===== src/rtl/rv32_pkg.sv =====
// RV32I encoding constants shared by the decode stage and the ALU.
package rv32_pkg;

    localparam logic [3:0] ALU_ADD  = 4'd0;
    localparam logic [3:0] ALU_SUB  = 4'd1;
    localparam logic [3:0] ALU_SLL  = 4'd2;
    localparam logic [3:0] ALU_SLT  = 4'd3;
    localparam logic [3:0] ALU_SLTU = 4'd4;
    localparam logic [3:0] ALU_XOR  = 4'd5;
    localparam logic [3:0] ALU_SRL  = 4'd6;
    localparam logic [3:0] ALU_SRA  = 4'd7;
    localparam logic [3:0] ALU_OR   = 4'd8;
    localparam logic [3:0] ALU_AND  = 4'd9;

    localparam logic [6:0] OPC_OP       = 7'b0110011;
    localparam logic [6:0] OPC_OP_IMM   = 7'b0010011;
    localparam logic [6:0] OPC_LUI      = 7'b0110111;
    localparam logic [6:0] OPC_AUIPC    = 7'b0010111;
    localparam logic [6:0] OPC_JAL      = 7'b1101111;
    localparam logic [6:0] OPC_JALR     = 7'b1100111;
    localparam logic [6:0] OPC_LOAD     = 7'b0000011;
    localparam logic [6:0] OPC_STORE    = 7'b0100011;
    localparam logic [6:0] OPC_BRANCH   = 7'b1100011;
    localparam logic [6:0] OPC_MISC_MEM = 7'b0001111;
    localparam logic [6:0] OPC_SYSTEM   = 7'b1110011;

    localparam logic [2:0] F3_ADD_SUB = 3'b000;
    localparam logic [2:0] F3_SLL     = 3'b001;
    localparam logic [2:0] F3_SLT     = 3'b010;
    localparam logic [2:0] F3_SLTU    = 3'b011;
    localparam logic [2:0] F3_XOR     = 3'b100;
    localparam logic [2:0] F3_SRL_SRA = 3'b101;
    localparam logic [2:0] F3_OR      = 3'b110;
    localparam logic [2:0] F3_AND     = 3'b111;

    localparam logic [6:0] F7_BASE = 7'b0000000;
    localparam logic [6:0] F7_ALT  = 7'b0100000;

    typedef enum logic [1:0] {
        ImmI,
        ImmS,
        ImmU
    } imm_fmt_e;

    // alt selects SUB/SRA; callers decide whether alt is legal for the funct3.
    function automatic logic [3:0] alu_op(input logic [2:0] funct3, input logic alt);
        case (funct3)
            F3_ADD_SUB: return alt ? ALU_SUB : ALU_ADD;
            F3_SLL:     return ALU_SLL;
            F3_SLT:     return ALU_SLT;
            F3_SLTU:    return ALU_SLTU;
            F3_XOR:     return ALU_XOR;
            F3_SRL_SRA: return alt ? ALU_SRA : ALU_SRL;
            F3_OR:      return ALU_OR;
            F3_AND:     return ALU_AND;
            default:    return ALU_ADD;
        endcase
    endfunction

endpackage


===== src/rtl/imm_gen.sv =====
// Sign-extended I/S/U immediate extraction; only instruction bits [31:7] carry immediates.
module imm_gen
    import rv32_pkg::*;
(
    input  logic [31:7] instr,
    input  imm_fmt_e    fmt,
    output logic [31:0] imm
);

    always_comb begin
        imm = '0;
        case (fmt)
            ImmI:    imm = {{20{instr[31]}}, instr[31:20]};
            ImmS:    imm = {{20{instr[31]}}, instr[31:25], instr[11:7]};
            ImmU:    imm = {instr[31:12], 12'b0};
            default: imm = '0;
        endcase
    end

endmodule


===== src/rtl/decode_stage.sv =====
// RV32I decode/operand stage: decodes, reads operands with write-back bypass and
// registers the ALU command into a single-entry ID/EX register with valid/ready.
module decode_stage
    import rv32_pkg::*;
#(
    parameter int unsigned XLEN     = 32,
    parameter logic [31:0] RESET_PC = 32'h0000_0000
) (
    input  logic            clk,
    input  logic            rst,
    input  logic            in_valid,
    output logic            in_ready,
    input  logic [31:0]     in_instr,
    input  logic [31:0]     in_pc,
    input  logic            flush,
    output logic [4:0]      rs1_addr,
    output logic [4:0]      rs2_addr,
    input  logic [XLEN-1:0] rs1_data,
    input  logic [XLEN-1:0] rs2_data,
    input  logic            wb_we,
    input  logic [4:0]      wb_rd,
    input  logic [XLEN-1:0] wb_data,
    output logic            ex_valid,
    input  logic            ex_ready,
    output logic [3:0]      alu_ctrl,
    output logic [XLEN-1:0] data_x,
    output logic [XLEN-1:0] data_y,
    output logic [4:0]      ex_rd,
    output logic            ex_rd_we,
    output logic            ex_mem_rd,
    output logic            ex_mem_wr,
    output logic [XLEN-1:0] ex_store_data,
    output logic [2:0]      ex_funct3,
    output logic [31:0]     ex_pc,
    output logic            ex_unsup,
    output logic [31:0]     stall_cnt
);

    function automatic logic [XLEN-1:0] read_operand(
        input logic [4:0]      addr,
        input logic [XLEN-1:0] rf_data,
        input logic            we,
        input logic [4:0]      rd,
        input logic [XLEN-1:0] wdata
    );
        if (addr == 5'd0) return '0;
        if (we && rd == addr) return wdata;
        return rf_data;
    endfunction

    logic [6:0]      opcode;
    logic [2:0]      funct3;
    logic [6:0]      funct7;
    logic [4:0]      rd;
    logic            alt;
    logic [XLEN-1:0] rs1_val;
    logic [XLEN-1:0] rs2_val;
    logic [31:0]     imm;
    imm_fmt_e        imm_fmt;
    logic            accept;

    logic [3:0]      d_alu;
    logic [XLEN-1:0] d_x;
    logic [XLEN-1:0] d_y;
    logic            d_rd_we;
    logic            d_mem_rd;
    logic            d_mem_wr;
    logic            d_unsup;

    assign opcode   = in_instr[6:0];
    assign rd       = in_instr[11:7];
    assign funct3   = in_instr[14:12];
    assign funct7   = in_instr[31:25];
    assign alt      = (funct7 == F7_ALT);
    assign rs1_addr = in_instr[19:15];
    assign rs2_addr = in_instr[24:20];

    assign rs1_val = read_operand(rs1_addr, rs1_data, wb_we, wb_rd, wb_data);
    assign rs2_val = read_operand(rs2_addr, rs2_data, wb_we, wb_rd, wb_data);

    assign in_ready = !ex_valid || ex_ready;
    assign accept   = in_valid && in_ready;

    always_comb begin
        imm_fmt = ImmI;
        case (opcode)
            OPC_STORE:          imm_fmt = ImmS;
            OPC_LUI, OPC_AUIPC: imm_fmt = ImmU;
            default:            imm_fmt = ImmI;
        endcase
    end

    imm_gen u_imm_gen (
        .instr (in_instr[31:7]),
        .fmt   (imm_fmt),
        .imm   (imm)
    );

    always_comb begin
        d_alu    = ALU_ADD;
        d_x      = '0;
        d_y      = '0;
        d_rd_we  = 1'b0;
        d_mem_rd = 1'b0;
        d_mem_wr = 1'b0;
        d_unsup  = 1'b0;
        if (in_instr[1:0] != 2'b11) begin
            d_unsup = 1'b1;
        end else begin
            case (opcode)
                OPC_OP: begin
                    d_x     = rs1_val;
                    d_y     = rs2_val;
                    d_rd_we = 1'b1;
                    if (funct7 == F7_BASE ||
                        (alt && (funct3 == F3_ADD_SUB || funct3 == F3_SRL_SRA))) begin
                        d_alu = alu_op(funct3, alt);
                    end else begin
                        d_unsup = 1'b1;
                    end
                end
                OPC_OP_IMM: begin
                    d_x     = rs1_val;
                    d_y     = imm;
                    d_rd_we = 1'b1;
                    if (funct3 == F3_SLL || funct3 == F3_SRL_SRA) begin
                        // The ALU shifts by the whole operand, so only shamt may reach it.
                        d_y = {{(XLEN-5){1'b0}}, in_instr[24:20]};
                        if (funct7 == F7_BASE || (alt && funct3 == F3_SRL_SRA)) begin
                            d_alu = alu_op(funct3, alt);
                        end else begin
                            d_unsup = 1'b1;
                        end
                    end else begin
                        d_alu = alu_op(funct3, 1'b0);
                    end
                end
                OPC_LUI: begin
                    d_y     = imm;
                    d_rd_we = 1'b1;
                end
                OPC_AUIPC: begin
                    d_x     = in_pc;
                    d_y     = imm;
                    d_rd_we = 1'b1;
                end
                OPC_JAL, OPC_JALR: begin
                    d_x     = in_pc;
                    d_y     = XLEN'(4);
                    d_rd_we = 1'b1;
                end
                OPC_LOAD: begin
                    d_x      = rs1_val;
                    d_y      = imm;
                    d_rd_we  = 1'b1;
                    d_mem_rd = 1'b1;
                end
                OPC_STORE: begin
                    d_x      = rs1_val;
                    d_y      = imm;
                    d_mem_wr = 1'b1;
                end
                OPC_BRANCH, OPC_MISC_MEM, OPC_SYSTEM: d_unsup = 1'b1;
                default:                               d_unsup = 1'b1;
            endcase
        end
        if (d_unsup) begin
            d_alu    = ALU_ADD;
            d_x      = '0;
            d_y      = '0;
            d_rd_we  = 1'b0;
            d_mem_rd = 1'b0;
            d_mem_wr = 1'b0;
        end
        if (rd == 5'd0) d_rd_we = 1'b0;
    end

    always_ff @(posedge clk) begin
        if (rst) begin
            ex_valid      <= 1'b0;
            alu_ctrl      <= ALU_ADD;
            data_x        <= '0;
            data_y        <= '0;
            ex_rd         <= '0;
            ex_rd_we      <= 1'b0;
            ex_mem_rd     <= 1'b0;
            ex_mem_wr     <= 1'b0;
            ex_store_data <= '0;
            ex_funct3     <= '0;
            ex_pc         <= RESET_PC;
            ex_unsup      <= 1'b0;
        end else if (flush) begin
            ex_valid <= 1'b0;
        end else if (accept) begin
            ex_valid      <= 1'b1;
            alu_ctrl      <= d_alu;
            data_x        <= d_x;
            data_y        <= d_y;
            ex_rd         <= rd;
            ex_rd_we      <= d_rd_we;
            ex_mem_rd     <= d_mem_rd;
            ex_mem_wr     <= d_mem_wr;
            ex_store_data <= rs2_val;
            ex_funct3     <= funct3;
            ex_pc         <= in_pc;
            ex_unsup      <= d_unsup;
        end else if (in_ready) begin
            ex_valid <= 1'b0;
        end
    end

    always_ff @(posedge clk) begin
        if (rst) begin
            stall_cnt <= '0;
        end else if (ex_valid && !ex_ready) begin
            stall_cnt <= stall_cnt + 32'd1;
        end
    end

endmodule


===== config.mk =====
export PLATFORM = sky130hd
export DESIGN_NAME = decode_stage
export DESIGN_NICKNAME = d
export VERILOG_FILES = /design/src/rtl/rv32_pkg.sv /design/src/rtl/imm_gen.sv /design/src/rtl/decode_stage.sv
export SDC_FILE = /design/constraint.sdc
export NUM_CORES = 1
export LEC_CHECK = 0
export CORE_ASPECT_RATIO = 0.6
export CORE_MARGIN = 8
export CORE_UTILIZATION = 35
export DETAILED_ROUTE_END_ITERATION = 10
export PLACE_DENSITY = 0.64
export SYNTH_ARGS = -nofsm -noshare
export SYNTH_HDL_FRONTEND = slang
export SYNTH_HIERARCHICAL = 1
export SYNTH_SLANG_ARGS = --single-unit

===== constraint.sdc =====
create_clock -name clk -period 3.3 [get_ports clk]
set_input_delay 0.825 -clock clk [delete_from_list [all_inputs] [get_ports clk]]
set_output_delay 0.825 -clock clk [all_outputs]
set_load 0.01 [all_outputs]

==> results.cfg <==
[floorplan]
die_h_um = 143
core_area_mm2 = 0.0264
row_count = 46
fp.dieW_um = 227
die_area_mm2 = 0.0324
ioPinCount = 359
start_util_pct = 35.5

[worst_hold_path]
hp-start = ex_store_data[28]
min-delay-path-class = register to register
hold_path_depth = 2

[pwr]
p_switching_mw = 1.34
p_int_mw = 3.70
power_mw = 5.04
seqPwrFrac_pct = 43.7
clkPwrFrac_pct = 40.7
leakagePower_nw = 4.81
peakVddDrop_mv = 0.262
power_density_mw_per_mm2 = 360
sw_frac_of_total_pct = 26.7
comb_power_share_pct = 15.6

[cells_and_area]
drive_gt1_share_pct = 6.61
mostFrequentLayoutCell = clkdlybuf4s50_1
final_area_mm2 = 0.0140
final_nets = 1677
fin_cells = 1875
final_util_pct = 53.2
areaGrowthSynthToFinish_pct = 49.9
final_cell_mix = clkdlybuf4s50_1 (357), nand2_1 (205), dfxtp_1 (177)

[grt]
grt_max_degree = 66
grt_pass1_vias = 9695
gr-total-overflow = 0
groute.usage.overall_pct = 24.5
grt_pass1_wl_um = 60800
antenna_found_initial = 9

[synthesis]
synth_compound_area_share_pct = 29.9
syn-instance-count = 1197
synth_flop_cell = dfxtp_1
ys_warn_count = 6
synthArstFlopShare_pct = 0
synth-xor-area-share_pct = 2.90
synth_top_family_by_area = compound AO/OA/AOI/OAI gates
syn_area_per_cell_um2 = 7.81
muxShareOfSynthArea_pct = 0.656
synth.distinct_cells = 60
netlist_area_mm2 = 0.00935
ys_seq_area_share_pct = 37.9
yosys.area_share.simple_pct = 21.9
synth_edf_count = 0
synth_fa_ha_area_share_pct = 0.669
synth_fp_nets = 1373
ys_seq_elements = 177

[worst_setup_path]
crit_top_cell = clkdlybuf4s50_1
r2r-end = stall_cnt[25]
path_buf_inv = 2
regToRegStartpoint = stall_cnt[5]
path_max_fanout = 6
startpoint = in_instr[22]
cp.required_ns = 2.47
cp_slowest_stage_delay_ns = 0.66
crit_type = primary input to output pin
path_delay_family = buffers and inverters
endpoint_kind = output pin
arrival_ns = 2.12
crit_slowest_cell = clkdlybuf4s50_1
reg2regPathDepth = 6
rrSetupSlack_ns = 0.91
cp_num_cells = 2
setup.worst_path.end = rs2_addr[2]
start_kind = primary input
path_cells = clkdlybuf4s50_1, clkdlybuf4s50_1

[flow_run]
max-cap-violations = 0

[place]
dp_hpwl_um = 30600
portBuffers = 358
dp_slack_ns = 0.150
gp_congestion = 0.882
placedCellCount = 1842
dpl_cell_area_mm2 = 0.0134

[timing]
rsz0062_at_grt = false
fin_setup_tns_ns = 0
relSlewSlack_pct = 61.6
setup-violations-final = 0
skew_ns = 0.00586
tightest_slew_ns = 0.571
layout_min_cycle_time_ns = 2.94
holdWs_ns = 0.452
layout_setup_ws_ns = 0.355
timing.final.max_slew_violations = 0
final.period_utilization_pct = 89.2
hold_violations = 0
max_freq_mhz = 340

[detailed_routing]
vias = 10431
via_per_inst = 5.56
postRouteWirelength_um = 41300
first_pass_iters = 5
dr.first_iter.drc_count = 1011
routedWlPerCell_um = 22.0
antenna_left = 0
route.detailed.drc = 0

[clock_tree]
clk_root_buffer_cell = clkbuf_16
clk_path_buf_depth = 2
postCtsHoldBufs = 0
post-cts-setup-buffer-count = 0
clkTransAtPathRegs_ns = 0.07
cts_tree = done
cts-htree-levels = 4
cts_sinks = 177
clock_latency_ns = 0.45
cts_buffers = 17
cts.repair.resized = 0

[run_status]
status = finished clean
-- kinds of logic (layout without fill, tap and decap cells) --
family / after synthesis / after routing
compound gates: 424 / 424
xor+xnor: 31 / 31
fa+ha+maj: 5 / 5
buf+inv: 133 / 448
flops: 177 / 177
mux: 6 / 6
other cells: 0 / 3
simple gates: 421 / 421
-- metal layers --
| metal | global-route usage (%) | up-vias | routed length [um] |
|---|---|---|---|
| met1 | 32.5 | 5045 | 18200 |
| met4 | 8.48 | 6 | 1020 |
| met5 | 0 | - | 37 |
| met3 | 8.75 | 61 | 4040 |
| li1 | - | 4924 | - |
| met2 | 36.4 | 395 | 18000 |
-- power groups by stage --
stage               registers (mW)  clock network [mW]  logic, mW
global route                  2.21                2.19      0.844
floorplan                     2.27                   0      0.281
finish                        2.20                2.05      0.789
detailed placement            2.25                   0      0.784
global placement              2.25                   0      0.782
CTS                           2.20                2.10      0.790
-- area by class of cell --
type	count	area (um2)
Fill cell	2525	12300
Multi-Input combinational cell	887	5300
Timing Repair Buffer	403	4090
Sequential cell	177	3540
Tap cell	360	450
Clock buffer	18	439
Clock inverter	12	134
Inverter	15	58.8
Antenna cell	3	7.51
-- how the worst min path moves through the flow --
stage,to,slack [ns]
6_report,ex_store_data[28],0.45
5_1_grt,ex_store_data[30],0.47
4_1_cts,ex_store_data[28],0.45
3_5_place_dp,ex_store_data[28],0.44
3_3_place_gp,ex_store_data[17],0.44
2_1_floorplan,alu_ctrl[3],0.48
-- sequential cells by signal (all words and copies together) (netlist names) --
register	flops
ex_mem_wr	1
ex_valid	1
data_x	32
ex_funct3	3
ex_unsup	1
alu_ctrl	4
ex_store_data	32
ex_mem_rd	1
data_y	32
ex_rd	5
ex_rd_we	1
stall_cnt	32
ex_pc	32
-- synthesized netlist by cell type, drive strengths merged (2+ instances only) --
master  count  area [um2]
o211ai      4        30.0
nor2       50         188
nand3b      8        60.1
ha          5        62.6
o21ai     107         536
or2         4        25.0
a22oi      28         210
and2b       5        37.5
a21boi     97         728
o31ai       3        22.5
xor2       12         105
mux2i       5        50.1
clkbuf     93         349
and2        3        18.8
nand4       7        50.1
a32oi       4        42.6
nor4b       2        17.5
nand2b      4        32.5
xnor2      19         166
a21o       14         105
nor2b       6        45.0
nor3b       2        15.0
or4         6        45.0
nand2     206         773
and3       71         444
nor4        9        62.6
nor3       10        50.1
a211oi      5        37.5
and4        2        17.5
dfxtp     177        3540
a221oi     64         561
inv        15        58.8
a21oi      90         450
nand3      14        70.1
or3         7        43.8
buf        25         163
(Power assumes the default switching activity.)
